==> src/rtl/tt_sweep_ctrl.sv <==
// Exhaustive input-vector sweeper that scores a candidate circuit against a golden one.
// Optional TT_SWEEP_EARLY_EXIT_EN ends the sweep on the first mismatching vector.
module tt_sweep_ctrl #(
    parameter int N_IN  = 6,
    parameter int N_OUT = 12,
    parameter int ERR_W = N_IN + $clog2(N_OUT + 1)
) (
    input  logic             clk,
    input  logic             rst,
    input  logic             start,
    input  logic             abort,
    input  logic [N_OUT-1:0] out_mask,
    output logic [N_IN-1:0]  vec,
    input  logic [N_OUT-1:0] ref_po,
    input  logic [N_OUT-1:0] dut_po,
    output logic             busy,
    output logic             done,
    output logic [ERR_W-1:0] err_count,
    output logic             fail,
    output logic [N_IN-1:0]  first_fail_vec
);

    localparam int PC_W = $clog2(N_OUT + 1);
    localparam logic [N_IN-1:0] VEC_LAST = '1;
    localparam logic [N_IN-1:0] VEC_ONE  = 1;

    typedef enum logic [1:0] {IDLE, SWEEP, DONE} state_t;

    state_t            state, state_d;
    logic [N_IN-1:0]   vec_d, ffv_d;
    logic [ERR_W-1:0]  err_d;
    logic              fail_d, done_d;
    logic [N_OUT-1:0]  mask_q, mask_d;
    logic [PC_W-1:0]   vec_err;

    function automatic logic [PC_W-1:0] popcount(input logic [N_OUT-1:0] bits);
        logic [PC_W-1:0] cnt;
        cnt = '0;
        for (int i = 0; i < N_OUT; i++) cnt = cnt + PC_W'(bits[i]);
        return cnt;
    endfunction

    assign vec_err = popcount((ref_po ^ dut_po) & mask_q);
    assign busy    = (state == SWEEP);

    always_comb begin
        // NOTE: every output gets a default first so no path through the case infers a latch.
        state_d = state;
        vec_d   = vec;
        err_d   = err_count;
        fail_d  = fail;
        ffv_d   = first_fail_vec;
        mask_d  = mask_q;
        done_d  = 1'b0;
        unique case (state)
            IDLE, DONE: begin
                if (start) begin
                    err_d   = '0;
                    fail_d  = 1'b0;
                    ffv_d   = '0;
                    mask_d  = out_mask;
                    vec_d   = '0;
                    state_d = SWEEP;
                end
            end
            SWEEP: begin
                err_d = err_count + ERR_W'(vec_err);
                if (vec_err != '0 && !fail) begin
                    fail_d = 1'b1;
                    ffv_d  = vec;
                end
                // abort outranks both the terminal vector and an early exit
                if (abort) begin
                    state_d = IDLE;
`ifdef TT_SWEEP_EARLY_EXIT_EN
                end else if (vec_err != '0 && !fail) begin
                    state_d = DONE;
                    done_d  = 1'b1;
`endif
                end else if (vec == VEC_LAST) begin
                    state_d = DONE;
                    done_d  = 1'b1;
                end else begin
                    vec_d = vec + VEC_ONE;
                end
            end
            default: state_d = IDLE;
        endcase
    end

    // done is registered on the SWEEP->DONE edge, so it is high only in the first DONE cycle
    always_ff @(posedge clk) begin
        // NOTE: state registers use non-blocking assignments so all updates see pre-edge values.
        if (rst) begin
            state          <= IDLE;
            vec            <= '0;
            done           <= 1'b0;
            err_count      <= '0;
            fail           <= 1'b0;
            first_fail_vec <= '0;
            mask_q         <= '1;
        end else begin
            state          <= state_d;
            vec            <= vec_d;
            done           <= done_d;
            err_count      <= err_d;
            fail           <= fail_d;
            first_fail_vec <= ffv_d;
            mask_q         <= mask_d;
        end
    end

endmodule

==> config.mk <==
export PLATFORM = sky130hd
export DESIGN_NAME = tt_sweep_ctrl
export DESIGN_NICKNAME = d
export VERILOG_FILES = /design/src/rtl/tt_sweep_ctrl.sv
export SDC_FILE = /design/constraint.sdc
export NUM_CORES = 1
export LEC_CHECK = 0
export BUFFER_PORTS_ARGS = -buffer_cell sky130_fd_sc_hd__buf_2
export CAP_MARGIN = 15
export CORE_ASPECT_RATIO = 1.1
export CORE_UTILIZATION = 46
export CTS_CLUSTER_DIAMETER = 30
export DETAILED_ROUTE_END_ITERATION = 10
export GPL_ROUTABILITY_DRIVEN = 1
export PLACE_DENSITY = 0.76
export SLEW_MARGIN = 0
export SYNTH_ARGS = -nofsm -noshare
export SYNTH_HDL_FRONTEND = slang
export SYNTH_SLANG_ARGS = --single-unit
==> constraint.sdc <==
create_clock -name clk -period 5.7 [get_ports clk]
set_input_delay 1.14 -clock clk [delete_from_list [all_inputs] [get_ports clk]]
set_output_delay 1.14 -clock clk [all_outputs]
set_load 0.01 [all_outputs]
==> results of run 1 <==
[layout make-up]
| type | instances | area [um2] |
|---|---|---|
| fillers | 399 | 1780 |
| clock inverters | 2 | 12.5 |
| well taps | 54 | 67.6 |
| multi-input cells | 181 | 1320 |
| flip-flops and latches | 38 | 761 |
| clock buffers | 6 | 82.6 |
| inverters | 6 | 22.5 |
| repair buffers | 66 | 335 |
[tightest hold or removal path, stage by stage, from the launching register on]
cell and delay, ns:
dfxtp_1 0.32, nand2_1 0.05, nand3b_1 0.07
[sequential cells by signal, indices dropped and copies added, names as in the netlist]
register,count
fail,1
mask_q,12
done,1
state,2
vec,6
err_count,10
first_fail_vec,6
[logic make-up after synthesis]
kind of cell	Yosys count	synth area share (%)
simple gates	105	26.0
mux	5	2.34
xor+xnor	14	6.08
compound gates	40	14.5
buf+inv	14	2.81
fa+ha+maj	17	12.7
flops	38	35.6
[metrics by stage]
step / power (uW) / worst slack (ns) / hold slack, ns / cells
2_1_floorplan: 708 / 0.286 / 0.429 / 233
3_5_place_dp: 833 / -0.0489 / 0.450 / 345
3_3_place_gp: 809 / 0.0484 / 0.440 / 345
4_1_cts: 1030 / 0.268 / 0.466 / 353
6_report: 1010 / 0.289 / 0.466 / 353
5_1_grt: 1100 / 0.0776 / 0.492 / 353
[layout by cell type, fill, tap and decap left out, drive strengths merged, types with 2 or more instances in the layout]
cell type  instances
or3                5
nand2             49
ha                 9
a21o               3
dfxtp             38
and2               3
a22o               6
mux2i              5
nand3b            16
o211ai             3
nand2b             3
a22oi              3
fa                 8
o21ai              3
o311ai             2
nand3              5
a21oi             11
inv                6
nand4b             2
xor2              14
clkbuf             6
nor2              11
buf               66
a211oi             2
nor3               3
[power by group]
part           total, uW  internal [uW]  switching, uW
Combinational        510            227            282
Sequential           309            288           21.4
Clock                193           97.1           96.3
[per-layer routing]
metal	track usage, %	vias to the layer above	part of all wire [%]	wire length (um)
met2	35.8	49	51	2350
met3	5.12	7	4.6	213
met5	0	-	0	0
met1	25.3	862	43	2000
met4	8.27	0	1.6	74
li1	-	946	-	-
[worst paths after layout]
path / to / slack [ns]
worst max-delay path: err_count[6] / 0.29
worst min-delay path: mask_q[2] / 0.47
worst max register to register: err_count[6] / 1.10
worst min register to register: mask_q[2] / 0.47
==> metrics.txt, run 1 <==
Top delay family on crit path=adder cells; routed vias/inst=5.28; Fmax=0.185 GHz; Cell Area, Placed=0.00250 mm2; GRT Overall Usage=21.1%; Congestion Overflow GR=0; leading area contributor after synthesis=dfxtp_1; most common cell in the synthesized netlist=nand2_1; nature of the critical path startpoint=input pin; first-pass GRT wire length=7780 um; PortBufs=64; Post CTS Setup Buffer Count=0; crit-path max FO=3; global placer's final weighted congestion=0.788; row cnt=25; syn_nets=290; drt total wl=4630 um; final setup vio count=0; Data arrival, critical path=5.57 ns; flops & latches, synth=38; routed vias=1864; hold path depth=2; fin. max-slew vios=0; CP startpoint=dut_po[0]; largest net degree at the start of global routing=37; clock buffer depth=2; R2R cell count=14; Synth Instances=233; antenna viol nets, final=0; I/O Pins=65; DP HPWL=3510 um; P_leak=0.00126 uW; routed len/inst=13.1 um; vias in the first global route=1802; WS Path Type=in -> reg; Hold WC Path Type=reg -> reg; die width=67.0 um; Setup TNS=0 ns; max incr delay on CP=0.54 ns; mapped cell area=0.00214 mm2; Levels on crit path=16; Post-synth ARST share=0%; PD cells=389 mW/mm2; Die Area=0.00493 mm2; Hold Crit Start=mask_q[2]; maximum vdd drop=181 uV; fin nets=355; CP Cell Sequence=buf_2 -> xor2_1 -> nand2_1 -> fa_1 -> fa_1 -> fa_1 -> inv_1 -> fa_1 -> ha_1 -> fa_1 -> fa_1 -> a211oi_1 -> buf_4 -> nor3_1 -> nor2_1 -> a311oi_1; Period minus WS final=5.41 ns; antenna violations before repair=0; Crit path top cell by count=fa_1; outcome=complete, no violations; CP Buf/Inv Count=3; Synth Flop Type=dfxtp_1; Post-synth top cells=49 x nand2_1, 38 x dfxtp_1, 16 x nand3b_1, 13 x xor2_1, 11 x a21oi_1; Unique masters post-synth=47; Area Overhead vs Synth=21.5%; number of gates resized after cts=0; CTS Hold Buffers Added=0; Least-Margin Pin Slew=0.820 ns; DR pass1 iterations=4; worst path required time=5.86 ns; DRC=0; Final Cycle Share=94.9%; Fin. Hold Viols=0; top cells by area, synth=dfxtp_1 36%, nand2_1 8.6%, fa_1 7.5%; Syn Area/Cell=9.18 um2; Max Cap Viol=0; Root Driver=clkbuf_8; Fin Clk Skew=0.00401 ns; Post-synth EDFFs=0; Clock Sinks=38; Reg2Reg Launch Point=mask_q[0]; Yosys warning total=0; Ant. Diodes=0; Reg clk slew, reported paths=0.07 ns; post-synth top area share=35.6%; CTS tree=yes; Die Span Y=73.5 um; core area=0.00438 mm2; slew margin rel.=45.3%; Initial DRC Count=50; layout cells sized above 1=28.8%; post-route cell area=0.00260 mm2; CTS buffer count=5; worst skew pair latency=0.29 ns; CP max stage cell=fa_1; unrepaired setup endpoints after global routing=no; CP Capture Type=flip-flop; Initial Utilization=48.9%; post-layout util=59.4%; H-Tree Depth=2; post-synthesis sequential area ratio=35.6%
Note: power is estimated with default switching activity, not from simulation.
==> inputs of run 2 (changes only) <==
--- a/config.mk
+++ b/config.mk
@@ -8,6 +8,7 @@
 export BUFFER_PORTS_ARGS = -buffer_cell sky130_fd_sc_hd__buf_2
 export CAP_MARGIN = 15
 export CORE_ASPECT_RATIO = 1.1
+export CORE_MARGIN = 2
 export CORE_UTILIZATION = 46
 export CTS_CLUSTER_DIAMETER = 30
 export DETAILED_ROUTE_END_ITERATION = 10
==> run 2 against run 1 <==
Compared with the run above:
- routed wire length up 1.5%
- largest power group unchanged
- first-iteration DRC count rose by 70%
- power increased by 8.6%
- die area increased by 5.8%
- largest cell class unchanged
- sequential cell count unchanged
- critical path depth stayed put
==> metrics.txt, run 2 (synthesized netlist as in run 1, its figures left out) <==
Initial Utilization=47.0% (-1.9 points); fin nets=355 (unchanged); global placer's final weighted congestion=0.861 (+9.2%); Final Cycle Share=95.1% (+0.21 points); vias in the first global route=1795 (-0.39%); Fmax=0.184 GHz (-0.22%); Max Cap Viol=0 (unchanged); worst reg2reg path endpoint=err_count[6]; WS Path Type=in -> reg; Multi-input gate area=0.00132 mm2 (unchanged); crit-path max FO=3 (unchanged); fill count=449 (+13%); Fin Clk Skew=0.00692 ns (+0.00291 ns); Setup crit end=err_count[6]; layout cells sized above 1=28.8% (unchanged); number of gates resized after cts=0 (unchanged); Reg clk slew, reported paths=0.08 ns (about the same); antenna violations before repair=0 (unchanged); Top reg by flops=mask_q; FF-to-FF setup slack=1.08 ns (-0.02 ns); final setup vio count=0 (unchanged); routed vias=1889 (+1.3%); Largest regs=mask_q: 12 flops, err_count: 10 flops; Data arrival, critical path=5.58 ns (about the same); Reg2Reg Launch Point=mask_q[0]; DRC=0 (unchanged); WHS=0.467 ns (+0.000926 ns); Hold WC Path Type=reg -> reg; PD cells=415 mW/mm2 (+6.6%); DP HPWL=3460 um (-1.4%); PortBufs=64 (unchanged); row cnt=26 (+4.0%); CTS buffer count=5 (unchanged); worst path required time=5.85 ns (about the same); slew margin rel.=38.3% (-7.0 points); antenna viol nets, final=0 (unchanged); CP Capture Type=flip-flop; max FFs per register=12 (unchanged); routed vias/inst=5.32 (+0.77%); worst skew pair latency=0.29 ns (about the same); Ant. Diodes=0 (unchanged); DR pass1 iterations=4 (unchanged); Initial DRC Count=85 (+70%); Clock Sinks=38 (unchanged); Fin. Hold Viols=0 (unchanged); drt total wl=4700 um (+1.5%); sequential cell area=761 um2 (unchanged); clock buffer depth=2 (unchanged); R2R cell count=14 (unchanged); routed len/inst=13.2 um (+0.92%); CTS tree=yes; Period minus WS final=5.42 ns (+0.0119 ns); Die Span Y=75.5 um (+2.7%); CP startpoint=dut_po[1]; core area=0.00455 mm2 (+4.0%); outcome=complete, no violations; P_leak=0.00128 uW (+1.9%); unrepaired setup endpoints after global routing=no; Least-Margin Pin Slew=0.925 ns (+0.105 ns); Post CTS Setup Buffer Count=0 (unchanged); CTS Hold Buffers Added=0 (unchanged); post-layout util=58.2% (-1.2 points); leading cell type in the layout, fill and taps excluded=buf_2; Die Area=0.00521 mm2 (+5.8%); fin. max-slew vios=0 (unchanged); most frequent cells in the layout=64 x buf_2, 49 x nand2_1, 38 x dfxtp_1; maximum vdd drop=187 uV (+2.9%); die width=69.0 um (+3.0%); Area Overhead vs Synth=23.9%; first-pass GRT wire length=7810 um (+0.44%); Congestion Overflow GR=0 (unchanged); GRT Overall Usage=18.7% (-2.4 points); Root Driver=clkbuf_8; largest net degree at the start of global routing=37 (unchanged); nature of the critical path startpoint=input pin; I/O Pins=65 (unchanged); H-Tree Depth=2 (unchanged)
run 2: critical path, cell delays in order:
cell,delay (ns)
buf_2,0.10
xor2_1,0.18
nand2_1,0.11
fa_1,0.49
fa_1,0.52
fa_1,0.54
inv_1,0.05
fa_1,0.47
ha_1,0.24
fa_1,0.51
fa_1,0.47
a211oi_1,0.38
buf_4,0.18
nor3_1,0.04
nor2_1,0.11
a311oi_1,0.05
run 2: how the worst min path moves through the flow:
stage	end	slack, ns	from	cells after the start
2_1_floorplan	mask_q[11]	0.43	mask_q[11]	2
3_3_place_gp	mask_q[4]	0.44	mask_q[4]	2
3_5_place_dp	first_fail_vec[4]	0.45	first_fail_vec[4]	1
4_1_cts	mask_q[2]	0.47	mask_q[2]	2
5_1_grt	mask_q[5]	0.49	mask_q[5]	2
6_report	mask_q[2]	0.47	mask_q[2]	2
run 2: cell type report:
| class | instances | area share (%) |
|---|---|---|
| clock buffers | 6 | 3.12 |
| multi-input cells | 181 | 49.8 |
| repair buffers | 66 | 12.7 |
| well taps | 56 | 2.64 |
| flip-flops and latches | 38 | 28.7 |
| inverters | 6 | 0.850 |
| clock inverters | 2 | 2.27 |
run 2: per-stage QoR:
| step | total power [uW] | TNS, ns | worst slack, ns | instance area, um2 | instances |
|---|---|---|---|---|---|
| global route | 1200 | 0 | 0.0264 | 2650 | 355 |
| detailed placement | 824 | -0.0248 | -0.0248 | 2510 | 347 |
| CTS | 1110 | 0 | 0.265 | 2650 | 355 |
| finish | 1100 | 0 | 0.277 | 2650 | 355 |
| global placement | 814 | 0 | 0.0334 | 2510 | 347 |
| floorplan | 708 | 0 | 0.286 | 2140 | 233 |
run 2: report_power, final:
group	total, uW	leakage (uW)	internal, uW	switching, uW
Clock	284	0.0000714	187	97.1
Sequential	309	0.000310	288	21.3
Combinational	507	0.000903	226	281
Total	1100	0.00128	700	399
run 2: routing by layer:
metal | wire length [um] | GRT usage (%) | up-vias
met1 | 2110 | 22.2 | 891
met3 | 258 | 5.42 | 4
li1 | - | - | 941
met4 | 38 | 6.97 | 0
met2 | 2290 | 32.9 | 53
met5 | 0 | 0 | -
